$ cat config.mk
export PLATFORM = sky130hd
export DESIGN_NAME = conv_sequencer
export DESIGN_NICKNAME = d
export VERILOG_FILES = /design/src/rtl/conv_seq_pkg.sv /design/src/rtl/conv_addr_gen.sv /design/src/rtl/conv_sequencer.sv
export SDC_FILE = /design/constraint.sdc
export NUM_CORES = 1
export LEC_CHECK = 0
export BUFFER_PORTS_ARGS = -buffer_cell sky130_fd_sc_hd__buf_4
export CAP_MARGIN = 20
export CORE_MARGIN = 1
export CORE_UTILIZATION = 50
export DETAILED_ROUTE_END_ITERATION = 8
export PLACE_DENSITY_LB_ADDON = 0.25
export SLEW_MARGIN = 20
export SYNTH_ARGS = -nofsm -noshare
export SYNTH_HDL_FRONTEND = slang
export SYNTH_HIERARCHICAL = 1
export SYNTH_SLANG_ARGS = --single-unit
$ cat constraint.sdc
create_clock -name clk -period 2.85 [get_ports clk]
set_input_delay 0.57 -clock clk [delete_from_list [all_inputs] [get_ports clk]]
set_output_delay 0.57 -clock clk [all_outputs]
set_load 0.01 [all_outputs]
$ cat src/rtl/conv_seq_pkg.sv
// Shared types and default widths for the convolution control sequencer.
package conv_seq_pkg;

  localparam int SIG_AW_DEF   = 10;
  localparam int W_AW_DEF     = 8;
  localparam int N_W_DEF      = 16;
  localparam int PIPE_LAT_DEF = 3;

  typedef enum logic [2:0] {
    ST_IDLE  = 3'd0,
    ST_ISSUE = 3'd1,
    ST_DRAIN = 3'd2,
    ST_EMIT  = 3'd3,
    ST_DONE  = 3'd4
  } conv_seq_state_t;

endpackage

$ cat src/rtl/conv_addr_gen.sv
// Tap counter, window base accumulator and output counter for one layer run.
module conv_addr_gen
  import conv_seq_pkg::*;
#(
  parameter int SIG_AW = SIG_AW_DEF,
  parameter int W_AW   = W_AW_DEF,
  parameter int N_W    = N_W_DEF
) (
  input  logic              clk,
  input  logic              reset,
  input  logic              load,
  input  logic [W_AW-1:0]   cfg_k,
  input  logic [N_W-1:0]    cfg_n,
  input  logic [SIG_AW-1:0] cfg_base,
  input  logic [SIG_AW-1:0] cfg_stride,
  input  logic              tap_adv,
  input  logic              win_adv,
  output logic [SIG_AW-1:0] tap_addr,
  output logic [W_AW-1:0]   tap,
  output logic [N_W-1:0]    win_idx,
  output logic              first_tap,
  output logic              last_tap,
  output logic              last_win
);

  logic [W_AW-1:0]   k_q;
  logic [N_W-1:0]    n_q;
  logic [SIG_AW-1:0] stride_q;
  logic [SIG_AW-1:0] base_q;
  logic [W_AW-1:0]   tap_q;
  logic [N_W-1:0]    win_q;

  // NOTE: sequential state uses non-blocking assignments so every register samples pre-edge values.
  always_ff @(posedge clk) begin
    if (reset) begin
      k_q      <= '0;
      n_q      <= '0;
      stride_q <= '0;
      base_q   <= '0;
      tap_q    <= '0;
      win_q    <= '0;
    end else if (load) begin
      k_q      <= cfg_k;
      n_q      <= cfg_n;
      stride_q <= cfg_stride;
      base_q   <= cfg_base;
      tap_q    <= '0;
      win_q    <= '0;
    end else begin
      if (tap_adv) tap_q <= last_tap ? '0 : tap_q + 1'b1;
      if (win_adv) begin
        base_q <= base_q + stride_q;
        win_q  <= win_q + 1'b1;
      end
    end
  end

  // Address arithmetic wraps naturally at 2^SIG_AW.
  assign tap_addr  = base_q + SIG_AW'(tap_q);
  assign tap       = tap_q;
  assign win_idx   = win_q;
  assign first_tap = (tap_q == '0);
  assign last_tap  = (tap_q == k_q - 1'b1);
  assign last_win  = (win_q == n_q - 1'b1);

endmodule

$ cat src/rtl/conv_sequencer.sv
// Sequencer for the convolve MAC/saturation datapath: fetches taps, drives MAC
// strobes, captures each saturated result and offers it on a valid/ready port.
module conv_sequencer
  import conv_seq_pkg::*;
#(
  parameter int SIG_AW   = SIG_AW_DEF,
  parameter int W_AW     = W_AW_DEF,
  parameter int N_W      = N_W_DEF,
  parameter int PIPE_LAT = PIPE_LAT_DEF
) (
  input  logic                clk,
  input  logic                reset,
  input  logic                start,
  input  logic [W_AW-1:0]     cfg_k,
  input  logic [N_W-1:0]      cfg_n,
  input  logic [SIG_AW-1:0]   cfg_base,
  input  logic [SIG_AW-1:0]   cfg_stride,
  output logic                busy,
  output logic                done,
  output logic [SIG_AW-1:0]   sig_addr,
  output logic [W_AW-1:0]     w_addr,
  output logic                mem_rd,
  output logic                mac_clken,
  output logic                mac_sload,
  output logic                mac_en_mult_r,
  output logic                mac_en_sat,
  input  logic signed [7:0]   convout,
  output logic                out_valid,
  input  logic                out_ready,
  output logic signed [7:0]   out_data,
  output logic [N_W-1:0]      out_idx
);

  localparam int DW = (PIPE_LAT > 1) ? $clog2(PIPE_LAT) : 1;

  conv_seq_state_t   state_q, state_d;
  logic [DW-1:0]     drain_q;
  logic              in_issue, drain_last, handshake, load;
  logic [SIG_AW-1:0] tap_addr;
  logic [W_AW-1:0]   tap;
  logic [N_W-1:0]    win_idx;
  logic              first_tap, last_tap, last_win;

  assign in_issue   = (state_q == ST_ISSUE);
  assign drain_last = (state_q == ST_DRAIN) && (drain_q == DW'(PIPE_LAT - 1));
  assign handshake  = (state_q == ST_EMIT) && out_ready;
  assign load       = (state_q == ST_IDLE) && start;

  conv_addr_gen #(.SIG_AW(SIG_AW), .W_AW(W_AW), .N_W(N_W)) u_addr_gen (
    .clk        (clk),
    .reset      (reset),
    .load       (load),
    .cfg_k      (cfg_k),
    .cfg_n      (cfg_n),
    .cfg_base   (cfg_base),
    .cfg_stride (cfg_stride),
    .tap_adv    (in_issue),
    .win_adv    (handshake),
    .tap_addr   (tap_addr),
    .tap        (tap),
    .win_idx    (win_idx),
    .first_tap  (first_tap),
    .last_tap   (last_tap),
    .last_win   (last_win)
  );

  // NOTE: next state defaults to the current state first, so no path through the case infers a latch.
  always_comb begin
    state_d = state_q;
    case (state_q)
      ST_IDLE: begin
        if (start) begin
          if (cfg_k == '0 || cfg_n == '0) state_d = ST_DONE;
          else                            state_d = ST_ISSUE;
        end
      end
      ST_ISSUE: if (last_tap)   state_d = ST_DRAIN;
      ST_DRAIN: if (drain_last) state_d = ST_EMIT;
      ST_EMIT: begin
        if (out_ready) begin
          if (last_win) state_d = ST_DONE;
          else          state_d = ST_ISSUE;
        end
      end
      ST_DONE: state_d = ST_IDLE;
      default: state_d = ST_IDLE;
    endcase
  end

  // The strobe stage lines MAC enables up with memory data returning one cycle after the read.
  always_ff @(posedge clk) begin
    if (reset) begin
      state_q   <= ST_IDLE;
      drain_q   <= '0;
      mac_clken <= 1'b0;
      mac_sload <= 1'b0;
      out_data  <= '0;
      out_idx   <= '0;
    end else begin
      state_q   <= state_d;
      drain_q   <= ((state_q == ST_DRAIN) && !drain_last) ? drain_q + 1'b1 : '0;
      mac_clken <= in_issue;
      mac_sload <= in_issue && first_tap;
      if (drain_last) begin
        out_data <= convout;
        out_idx  <= win_idx;
      end
    end
  end

  assign busy          = (state_q != ST_IDLE);
  assign done          = (state_q == ST_DONE);
  assign mem_rd        = in_issue;
  assign sig_addr      = in_issue ? tap_addr : '0;
  assign w_addr        = in_issue ? tap : '0;
  assign mac_en_mult_r = busy;
  assign mac_en_sat    = busy;
  assign out_valid     = (state_q == ST_EMIT);

endmodule

==> metrics.md <==
| Metric | Value |
|---|---|
| Slew @ Worst Pin | around 0.9 ns |
| Unrepaired setup endpoints after global routing | true |
| Power Density | just under 500 nW/µm² |
| Area Overhead vs Synth | 22.2% |
| Max frequency | approximately 340 MHz |
| DIE WIDTH | roughly 110 µm |
| DR WL/cell | around 15 µm |
| Setup TNS | -0.145 ns |
| Pin count of the biggest net entering global routing | 39 |
| CP Data Required Time | between 2 and 2.5 ns |
| Iter 0 DRT Violations | about 260 |
| CP arrival | 2.36 ns |
| CP Class | flop to output port |
| Vias in the first global route | ~4,700 |
| Non-Filler Instances | around 900 |
| Cells after DPL | a little under 900 |
| Yosys cell types | between 60 and 70 |
| CTS tree | yes |
| DR pass1 iterations | 5 |
| Count of clock tree sinks | between 90 and 100 |
| Row Count | 38 |
| Leakage | 2.93 nW |
| Yosys top cell by area | dfxtp_1 |
| WL final | about 14,000 µm |
| HP Class | flop to flop |
| Biggest fanout along the worst timing path | 2 |
| Status | finished, violations left |
| Period utilisation layout | 1.03 |
| Initial Utilization | 0.521 |
| Total number of vias | between 5,000 and 6,000 |
| Share of the synthesized area in the top cell type | 0.347 |
| Syn Area/Cell | approximately 8.5 µm² |
| Core Box Area | around 11,000 µm² |
| Max Slew Vio Count | 0 |
| Vias per std cell | ~5.6 |
| Final Hold Viols | 0 |
| Number of enable flip-flop cells after synthesis | 0 |
| Max Clock Skew | approximately 0.0066 ns |
| Total CTS buffers | 9 |
| First-pass GRT wire length | approximately 23,000 µm |
| Setup-failing EPs final | 2 |
| Yosys reg bits | 99 |
| Clock slew at reported path FFs | 0.07 ns |
| Clock Tree Root | clkbuf_16 |
| Number of buffers added on ports | between 100 and 150 |
| Synth Net Count | around 760 |
| Max IR drop VDD | 0.511 mV |
| CP max stage delay | 0.37 ns |
| Synthesized cell area | ~5700 µm² |
| Dpl hpwl | ~10,000 µm |
| Post-route DRC | 0 |
| CP delay by family, top | compound AO/OA/AOI/OAI gates |
| Setup slack after layout | -0.0840 ns |
| CP Capture Type | output port |
| Synth Warn # | 6 |
| GRT Total Usage | 0.243 |
| Initial antenna violation count | 0 |
| Antenna Nets Post-Route | 0 |
| Routability cong. | roughly 0.90 |
| Synthesized instance count | between 600 and 700 |
| Minimum clock period | around 2.9 ns |
| Slew headroom | 0.403 |
| Full die area | ~12,000 µm² |
| GRT overflow | 0 |
| Max-cap violations | 0 |
| Die H | about 110 µm |
| Clock Latency Late Sink | between 0.3 and 0.4 ns |
| Share of cells above drive strength 1 | 0.221 |
| Critical Path Source Type | flop |
| Failing checks | setup timing |
| Nets | 850 |
| IO Count | roughly 110 |
| Critical path's slowest cell | dfxtp_4 |
| Main synth FF type | dfxtp_1 |
| Fillers | around 940 |
| H-tree levels | 3 |
| Critical Path Most Common Cell | o21ai_1 |
| Seq/Total Area, Yosys | 0.347 |
| CP Buf/Inv Count | 2 |
| Synth top area cells | dfxtp_1 35%, mux2i_1 7.7%, nor2_1 5.2% |
| Async set-reset flop share out of synthesis | 0 |
| CP Cell Sequence | ha_4 -> inv_2 -> fa_2 -> nor2b_1 -> o21ai_1 -> a21boi_1 -> o21ai_1 -> a21oi_2 -> xor2_1 -> and2_1 -> buf_6 |
| Maximum root-to-sink buffer count | 2 |
| Diodes inserted | 0 |
## Yosys cell counts, types with 6 or more instances
cell type and instances:
nor2b_1 11, xnor2_1 28, clkbuf_1 17, nand4_1 7, o21ai_0 19, dfxtp_1 99, mux2i_1 44, nor3_2 6
and3_1 10, a211oi_1 7, nor3_1 13, nand3_1 9, xor2_1 30, nand2_1 75, ha_1 23, buf_2 8
and2_1 22, inv_1 22, nor4_1 9, nor2_1 79, a21oi_1 51
## timing repair
action                     4_1_cts  5_1_grt
pin swaps                        4        9
hold buffers                     0        0
setup buffers                    2        4
setup endpoints to repair        4        5
resized for setup               10       10
## cells by family (layout without fill, tap and decap cells)
| group | count (synthesis) | count (layout) | synth area share |
|---|---|---|---|
| multiplexers | 46 | 46 | 0.0809 |
| flip-flops | 99 | 99 | 0.347 |
| AO/OA/AOI/OAI | 113 | 113 | 0.126 |
| buffers and inverters | 59 | 156 | 0.0453 |
| XOR/XNOR | 59 | 59 | 0.0917 |
| AND/OR/NAND/NOR | 275 | 275 | 0.252 |
| adder cells (fa/ha/maj) | 25 | 25 | 0.0573 |
## per-stage QoR
stage | area [µm²] | hold WS (ns) | power [W] | worst slack (ns) | utilization
3_3_place_gp | 6570 | 0.401 | 0.00203 | 0.219 | 0.598
5_1_grt | 6990 | 0.448 | 0.00351 | -0.245 | 0.636
4_1_cts | 6930 | 0.418 | 0.00339 | -0.0847 | 0.631
2_1_floorplan | 5720 | 0.392 | 0.00189 | 0.258 | -
6_report | 6990 | 0.411 | 0.00337 | -0.0840 | 0.636
3_5_place_dp | 6570 | 0.409 | 0.00206 | 0.0749 | 0.598
## path summary, 6_finish.rpt
path	startpoint	end	slack, ns	cells past startpoint
hold reg to reg	drain_q[0]	drain_q[0]	0.41	1
setup / recovery	u_addr_gen/base_q[0]	sig_addr[8]	-0.08	11
setup reg to reg	u_addr_gen/n_q[0]	state_q[0]	0.25	12
hold / removal	drain_q[0]	drain_q[0]	0.41	1
## where the power goes
part	switching [W]	internal, W	total [W]
logic	0.000277	0.000266	0.000543
registers	0.0000657	0.00143	0.00150
clock network	0.000538	0.000795	0.00133
## metal layers
layer | vias up | global-route usage | wire length [µm]
met5 | - | 0 | 0
met4 | 0 | 0.0560 | 136
met3 | 8 | 0.0592 | 725
met2 | 131 | 0.403 | 6770
met1 | 2415 | 0.318 | 6490
li1 | 2533 | - | -
## final cells by class
cell class | instances | area [µm²] | area share
clock buffer | 10 | 239 | 0.0342
clock inverter | 5 | 85.1 | 0.0122
inverter | 22 | 82.6 | 0.0118
multi-input combinational | 518 | 3520 | 0.503
sequential | 99 | 1990 | 0.285
tap | 140 | 175 | 0.0251
timing repair buffer | 119 | 897 | 0.128
## registers in the layout, indices dropped and copies added, names as in the netlist, 2 cells and up
| register | cells |
|---|---|
| drain_q | 2 |
| out_data | 8 |
| out_idx | 16 |
| state_q | 3 |
| u_addr_gen/base_q | 10 |
| u_addr_gen/k_q | 8 |
| u_addr_gen/n_q | 16 |
| u_addr_gen/stride_q | 10 |
| u_addr_gen/tap | 8 |
| u_addr_gen/win_idx | 16 |
## cell usage in the layout, fill, tap and decap left out, types with 3 or more instances in the layout
cell,netlist,layout
nor4_1,9,9
nor3b_1,4,4
nor2b_1,11,10
a31oi_1,5,5
a211oi_1,7,7
nor2_1,79,79
nand3_1,9,9
xor2_1,30,30
inv_1,22,21
o21a_1,3,3
clkbuf_16,0,9
nand4_1,7,7
o21ai_0,19,16
and2_1,22,21
nand2_1,75,75
o21ai_1,1,4
o22ai_1,3,3
nor3_2,6,7
buf_4,5,118
mux2i_1,44,44
and3_1,10,10
nor3_1,13,12
and4_1,5,5
dfxtp_1,99,95
ha_1,23,22
xnor2_1,28,28
or3_1,5,5
a21oi_1,51,49
No activity file was read; power rests on OpenSTA's default activity.
